===== config.mk =====
export PLATFORM = sky130hd
export DESIGN_NAME = div_seq_unsigned
export DESIGN_NICKNAME = d
export VERILOG_FILES = /design/src/rtl/div_seq_unsigned.sv
export SDC_FILE = /design/constraint.sdc
export NUM_CORES = 1
export LEC_CHECK = 0
export ABC_AREA = 1
export BUFFER_PORTS_ARGS = -buffer_cell sky130_fd_sc_hd__buf_4
export CORE_ASPECT_RATIO = 0.5
export CORE_MARGIN = 2
export CORE_UTILIZATION = 50
export DETAILED_ROUTE_END_ITERATION = 10
export PLACE_DENSITY = 0.69
export SLEW_MARGIN = 10
export SYNTH_ARGS = -nofsm -noshare
export SYNTH_HDL_FRONTEND = slang
export SYNTH_SLANG_ARGS = --single-unit

===== constraint.sdc =====
create_clock -name clk_i -period 6.8 [get_ports clk_i]
set_clock_uncertainty 0.05 [all_clocks]
set_input_delay 1.36 -clock clk_i [delete_from_list [all_inputs] [get_ports clk_i]]
set_output_delay 1.36 -clock clk_i [all_outputs]
set_load 0.02 [all_outputs]

===== src/rtl/div_seq_unsigned.sv =====
// div_seq_unsigned: multi-cycle unsigned radix-2 restoring divider returning quotient or remainder.
// Optional build macro DIV_EARLY_OUT_EN: finish in the accept cycle when a < b (b != 0).
//
// state | meaning
// IDLE  | waiting for req_i; operands are latched on the accepting edge
// BUSY  | one restoring iteration per cycle; req_i low aborts back to IDLE
// DONE  | ready_o pulse; result_o already holds the completed value
module div_seq_unsigned #(
  parameter int XLEN = 32
) (
  input  logic            clk_i,
  input  logic            rst_i,
  input  logic            req_i,
  input  logic [XLEN-1:0] a_i,
  input  logic [XLEN-1:0] b_i,
  input  logic            is_q_i,
  output logic            ready_o,
  output logic [XLEN-1:0] result_o
);

  localparam int            CW       = $clog2(XLEN + 1);
  localparam logic [CW-1:0] CNT_LOAD = CW'(XLEN);
  localparam logic [CW-1:0] CNT_ONE  = CW'(1);

  typedef enum logic [1:0] {
    IDLE,
    BUSY,
    DONE
  } state_t;

  state_t state, state_nxt;

  // dq_q starts as the dividend and fills with quotient bits from the LSB end
  logic [XLEN-1:0] dq_q;
  logic [XLEN-1:0] dvs_q;
  logic [XLEN-1:0] rem_q;
  logic            is_q_q;
  logic [CW-1:0]   cnt_q;

  logic            accept;
  logic            step;
  logic            load_res;
  logic            early_hit;
  logic            div_zero;
  logic [XLEN:0]   rem_wide;
  logic [XLEN:0]   diff;
  logic            rem_ge;
  logic [XLEN-1:0] rem_nxt;
  logic [XLEN-1:0] dq_nxt;
  logic [XLEN-1:0] res_nxt;

`ifdef DIV_EARLY_OUT_EN
  assign early_hit = (b_i != '0) && (a_i < b_i);
`else
  assign early_hit = 1'b0;
`endif

  assign div_zero = (dvs_q == '0);

  always_comb begin
    rem_wide = {rem_q, dq_q[XLEN-1]};
    diff     = rem_wide - {1'b0, dvs_q};
    rem_ge   = ~diff[XLEN];
    rem_nxt  = rem_ge ? diff[XLEN-1:0] : rem_wide[XLEN-1:0];
    dq_nxt   = {dq_q[XLEN-2:0], rem_ge};
  end

  // Value captured into result_o on the edge that enters DONE
  always_comb begin
    res_nxt = '0;
    if (state == IDLE) begin
      res_nxt = is_q_i ? '0 : a_i;
    end else if (div_zero) begin
      res_nxt = is_q_q ? '1 : dq_q;
    end else begin
      res_nxt = is_q_q ? dq_nxt : rem_nxt;
    end
  end

  always_ff @(posedge clk_i or posedge rst_i) begin
    if (rst_i) begin
      state <= IDLE;
    end else begin
      state <= state_nxt;
    end
  end

  always_comb begin
    state_nxt = state;
    accept    = 1'b0;
    step      = 1'b0;
    load_res  = 1'b0;
    ready_o   = 1'b0;
    unique case (state)
      IDLE: begin
        if (req_i) begin
          accept = 1'b1;
          if (early_hit) begin
            state_nxt = DONE;
            load_res  = 1'b1;
          end else begin
            state_nxt = BUSY;
          end
        end
      end
      BUSY: begin
        if (!req_i) begin
          state_nxt = IDLE;
        end else if (div_zero) begin
          state_nxt = DONE;
          load_res  = 1'b1;
        end else begin
          step = 1'b1;
          if (cnt_q == CNT_ONE) begin
            state_nxt = DONE;
            load_res  = 1'b1;
          end
        end
      end
      DONE: begin
        ready_o   = 1'b1;
        state_nxt = IDLE;
      end
      default: state_nxt = IDLE;
    endcase
  end

  always_ff @(posedge clk_i or posedge rst_i) begin
    if (rst_i) begin
      dq_q     <= '0;
      dvs_q    <= '0;
      rem_q    <= '0;
      is_q_q   <= 1'b0;
      cnt_q    <= '0;
      result_o <= '0;
    end else begin
      if (accept) begin
        dq_q   <= a_i;
        dvs_q  <= b_i;
        is_q_q <= is_q_i;
        rem_q  <= '0;
        cnt_q  <= CNT_LOAD;
      end else if (step) begin
        dq_q  <= dq_nxt;
        rem_q <= rem_nxt;
        cnt_q <= cnt_q - CNT_ONE;
      end
      if (load_res) begin
        result_o <= res_nxt;
      end
    end
  end

endmodule


# Yosys cells after proc, flatten, opt, wreduce, memory -nomap -nowiden
# Cells that the tools add are included.
[word_totals] inputBits=68 ff_bits=137 output_inout_bits=33 wordCells=46
[op_classes] eq_ne=5 n_mux=27 n_bitwise=1 reduce_logical=4 addsub=2
[ops] cell="32-bit two-way mux" n=10
[ops] cell="33-bit by 32-bit subtractor with 33-bit output" n=1
[ops] cell="32-bit zero test" n=1
[ops] cell="6-bit two-way mux" n=2
[ops] cell="1-bit two-way mux" n=10
[ops] cell="2-bit two-way mux" n=4
[ops] cell="6-bit by 1-bit == test with 1-bit output, second input constant" n=1
[ops] cell="6-bit by 1-bit subtractor with 6-bit output, second input constant" n=1
[ops] cell="4-bit != test, second input constant" n=1
[ops] cell="2-bit case mux with 2 select lines" n=1
[ops] cell="2-bit by 1-bit == test with 1-bit output, second input constant" n=1
[ops] cell="2-bit == test, second input constant" n=1
[ops] cell="2-bit zero test" n=1
[ops] cell="2-bit != test, second input constant" n=1
[ops] cell="2-bit AND reduction" n=1
[ops] cell="2-bit nonzero test" n=1
[ops] cell="1-bit inverter" n=1

# Logic depth before layout (Yosys ltp)
[logic_depth] word_depth=6 ltp_mapped=21 mapped_depth_nobuf=20

# Worst setup path before layout
# OpenSTA, ideal clock, no wires.
[synth_timing] path_type="input-to-reg" start="input req_i" end="register dq_q[6]" t_arrival_ns=2.589 setup_slack_ns=4.028 path_stages=11 setup_ns=0.134 t_required_ns=6.616 cell_sequence="inv_1 -> nor3_1 -> inv_1 -> nor2_2 -> inv_2 -> nand2_1 -> buf_4 -> inv_2 -> buf_2 -> a22oi_1 -> o31ai_1"
[synth_between] elab_chain_len=3
[synth_rtl] element="start, declared" line="13" text="input logic req_i,"
[synth_rtl] element="1-bit two-way mux (on tied branches)" line="96, 107"
[synth_rtl] element="1-bit two-way mux" line="94" text="unique case (state)"
[synth_rtl] element="32-bit two-way mux or 2-bit nonzero test (tied branches)"
[synth_rtl] element="end signal, assigned" line="138" text="dq_q <= a_i;"
[synth_rtl] element="end signal, assigned" line="144" text="dq_q <= dq_nxt;"
[synth_rtl] element="end, declared" line="34" text="logic [XLEN-1:0] dq_q;"
# Parallel ways exist; a longest one is shown, timed or not.
# A chain may end at the register's enable or synchronous reset.

# Final worst setup path
[layout_timing] start="register dvs_q[16]" end="register dq_q[14]"
[layout_between] elab_chain_len=5
[layout_rtl] element="start, declared" line="35" text="logic [XLEN-1:0] dvs_q;"
[layout_rtl] element="start signal, assigned" line="139" text="dvs_q <= b_i;"
[layout_rtl] element="32-bit zero test" line="58" text="assign div_zero = (dvs_q == '0);"
[layout_rtl] element="1-bit two-way mux" line="109" text="end else if (div_zero) begin"
[layout_rtl] element="1-bit two-way mux" line="107" text="if (!req_i) begin"
[layout_rtl] element="1-bit two-way mux" line="94"
[layout_rtl] element="2-bit nonzero test (no line)"
# No other way between the ends.

==> impl_results.md <==
* Least-Margin Pin Slew at 1.03 ns
* Worst Hold Depth at 1
* GRT overflow at 0
* # hold bufs at CTS at 0
* Max H-tree Level at 4
* Hold Crit Start: cnt_q[3]
* Drt wl/cell at 17.5 um
* # DRC at 0
* Initial antenna violation count at 0
* Final Critical Period at 4.02 ns
* Switching power total at 2.70 mW
* Fillers at 1748
* Core Area at 18300 um^2
* First-pass GRT wire length at 46300 um
* Worst IR Drop VDD at 249 uV
* Final GP Congestion at 0.943
* Post-route ant nets at 0
* Overall routing resource usage at 30.6%
* Outcome: finished, final reports clean
* Synth Warn # at 0
* Crit-path max cell delay at 0.66 ns
* Vias per cell at 5.58
* Cell taking the most area after synthesis: dfrtp_1
* Synth area leaders: dfrtp_1 (37%), nand2_1 (15%), inv_1 (7.5%)
* Starting Density at 50.8%
* #FFs+latches synth at 137
* CP Class: reg2reg
* Max-Slew Margin vs Limit at 31.6%
* Via count at 9256
* RSZ-0062 raised after global routing: no
* Placed cell area at 10200 um^2
* Number of setup buffers added after CTS at 0
* Period utilization at 59.1%
* DPL Wire Length at 21500 um
* Crit-path max FO at 65
* Worst EP arrival at 4.29 ns
* ANT cells at 0
* Port bufs at 100
* TritonCTS Buffers at 17
* Clock Latency Late Sink at 0.44 ns
* WP data required at 7.08 ns
* Switch share at 49.7%
* P_int at 2.73 mW
* Min-Delay Path Class: reg2reg
* Cell with the most instances after synthesis: nand2_1
* Drt pass-1 iters at 6
* Crit-path cells: nor4_1 > nand4_1 > nor2_4 > buf_4 > nor2_2 > buf_4 > inv_2 > nand2_1 > inv_2 > a22oi_1 > o31ai_1
* Logic gate share of total power at 55.9%
* Vias in the first global route at 8498
* Worst Reg-to-Reg Cells at 11
* PD cells at 502 nW/um^2
* Die width at 197 um
* Post-Syn Instances at 1335
* Setup crit start: dvs_q[16]
* Sequential area share after synthesis at 36.7%
* IO Pins at 101
* Clock buffer depth at 2
* Post-synth EDFFs at 0
* Root buf cell: clkbuf_16
* Pin count of the biggest net entering global routing at 81
* Routed wire length at 29000 um
* Critical path capture point type: flip-flop
* Final setup violation count at 0
* Max cap viols at 0
* Synth Flop Type: dfrtp_1
* Sequential power share at 25.0%
* Most instantiated cells after synthesis: nand2_1 (379), inv_1 (186), dfrtp_1 (137), nand3_1 (98), a21oi_1 (95)
* Die ar. at 19800 um^2
* Die Ht at 101 um
* CTS Sinks at 137
* Syn Area/Cell at 6.99 um^2
* Post-route setup TNS at 0 ns
* Final Slew Violations at 0
* Area added between synthesis and finish at 15.9%
* Final #Nets at 1508
* Final hold violations at 0
* Ys async rst share at 100%
* WP buf/inv at 4
* Share of layout cells above drive strength 1 at 13.8%
* Clock slew at reported path FFs at 0.06 ns
* Syn nets at 1438
* Crit path max-delay family: buffers and inverters
* Post-route design area at 10800 um^2
* Iter 0 DRT Violations at 1116
* CTS tree: done
* Kind of start point of the critical path: flip-flop
* Max frequency at 0.249 GHz
* Critical R2R Launch: dvs_q[16]
* Cell Area, Synth at 9330 um^2
* Std-Cell Rows at 35
* Netlist cell types at 45
* P_leak at 5.68 nW
* Clk pwr share at 19.1%
* Yosys top cell area share at 36.7%
* Slowest cell on crit path: inv_2
* Cell depth of the worst setup path at 11
* Number of gates resized after CTS at 0
## power by group through the flow
stage / sequential (mW) / clock [mW] / combinational [mW]
3_5_place_dp: 1.35 / 0 / 2.96
2_1_floorplan: 1.40 / 0 / 2.05
6_report: 1.36 / 1.04 / 3.03
3_3_place_gp: 1.35 / 0 / 2.91
4_1_cts: 1.35 / 1.05 / 2.98
5_1_grt: 1.39 / 1.08 / 3.37
## per-layer routing
layer,up-vias,track usage [%],share of wire [%]
met4,0,5.61,0.86
met3,23,6.12,9.8
li1,4464,-,-
met2,400,41.5,39
met1,4369,49.6,50
met5,-,0,0
## kinds of logic after synthesis
kind of cell	Yosys count	share of synthesized area, %
XOR/XNOR	16	1.50
AO/OA/AOI/OAI	272	17.3
flip-flops	137	36.7
adder cells (fa/ha/maj)	35	4.77
buffers and inverters	250	10.9
AND/OR/NAND/NOR	625	28.8
## cells in the final DEF (no fill, tap or decap), types with 12 or more instances in the layout
| cell | instances |
|---|---|
| inv_1 | 185 |
| a21oi_2 | 15 |
| clkbuf_16 | 17 |
| o21ai_0 | 80 |
| o31ai_1 | 12 |
| a21oi_1 | 94 |
| nand2_1 | 379 |
| a22oi_1 | 12 |
| nor2_1 | 80 |
| a31oi_1 | 12 |
| buf_4 | 109 |
| nand3_1 | 98 |
| nand2_2 | 19 |
| nor3_1 | 12 |
| ha_1 | 34 |
| dfrtp_1 | 137 |
## registers in the layout, summed over array words and instances (netlist names)
register	cells
dq_q	32
result_o	32
is_q_q	1
dvs_q	32
rem_q	32
state	2
cnt_q	6
## layout make-up
type	instances	area [um^2]	share of cell area, %
Timing Repair Buffer	109	818	7.57
Sequential cell	137	3430	31.7
Inverter	192	726	6.71
Multi-Input combinational cell	948	4900	45.3
Clock inverter	14	209	1.93
Clock buffer	18	429	3.97
Tap cell	240	300	2.78
## path summary, 6_finish.rpt
| path | to | slack (ns) |
|---|---|---|
| max in group asynchronous | rem_q[15] | 4.37 |
| max reg2reg | dq_q[14] | 2.78 |
| min | cnt_q[3] | 0.45 |
| min reg2reg | cnt_q[3] | 0.45 |
| max | dq_q[14] | 2.78 |
| min in group asynchronous | result_o[20] | 0.91 |
## stage by stage
stage	std cells	power (mW)	hold WS, ns	setup WS (ns)	utilization, %
2_1_floorplan	1335	3.45	0.408	1.72	-
3_3_place_gp	1626	4.26	0.425	2.87	55.5
3_5_place_dp	1626	4.31	0.439	2.84	55.5
4_1_cts	1658	5.38	0.447	2.85	58.9
5_1_grt	1658	5.84	0.473	2.50	58.9
6_report	1658	5.43	0.453	2.78	58.9
## worst reg2reg max path: cells and delay by family (launching register included)
family | cells | cell delay, ns
buffers and inverters | 4 | 1.93
AND/OR/NAND/NOR | 5 | 1.33
flip-flops | 1 | 0.38
AO/OA/AOI/OAI | 2 | 0.25
No activity file was read; power rests on OpenSTA's default activity.
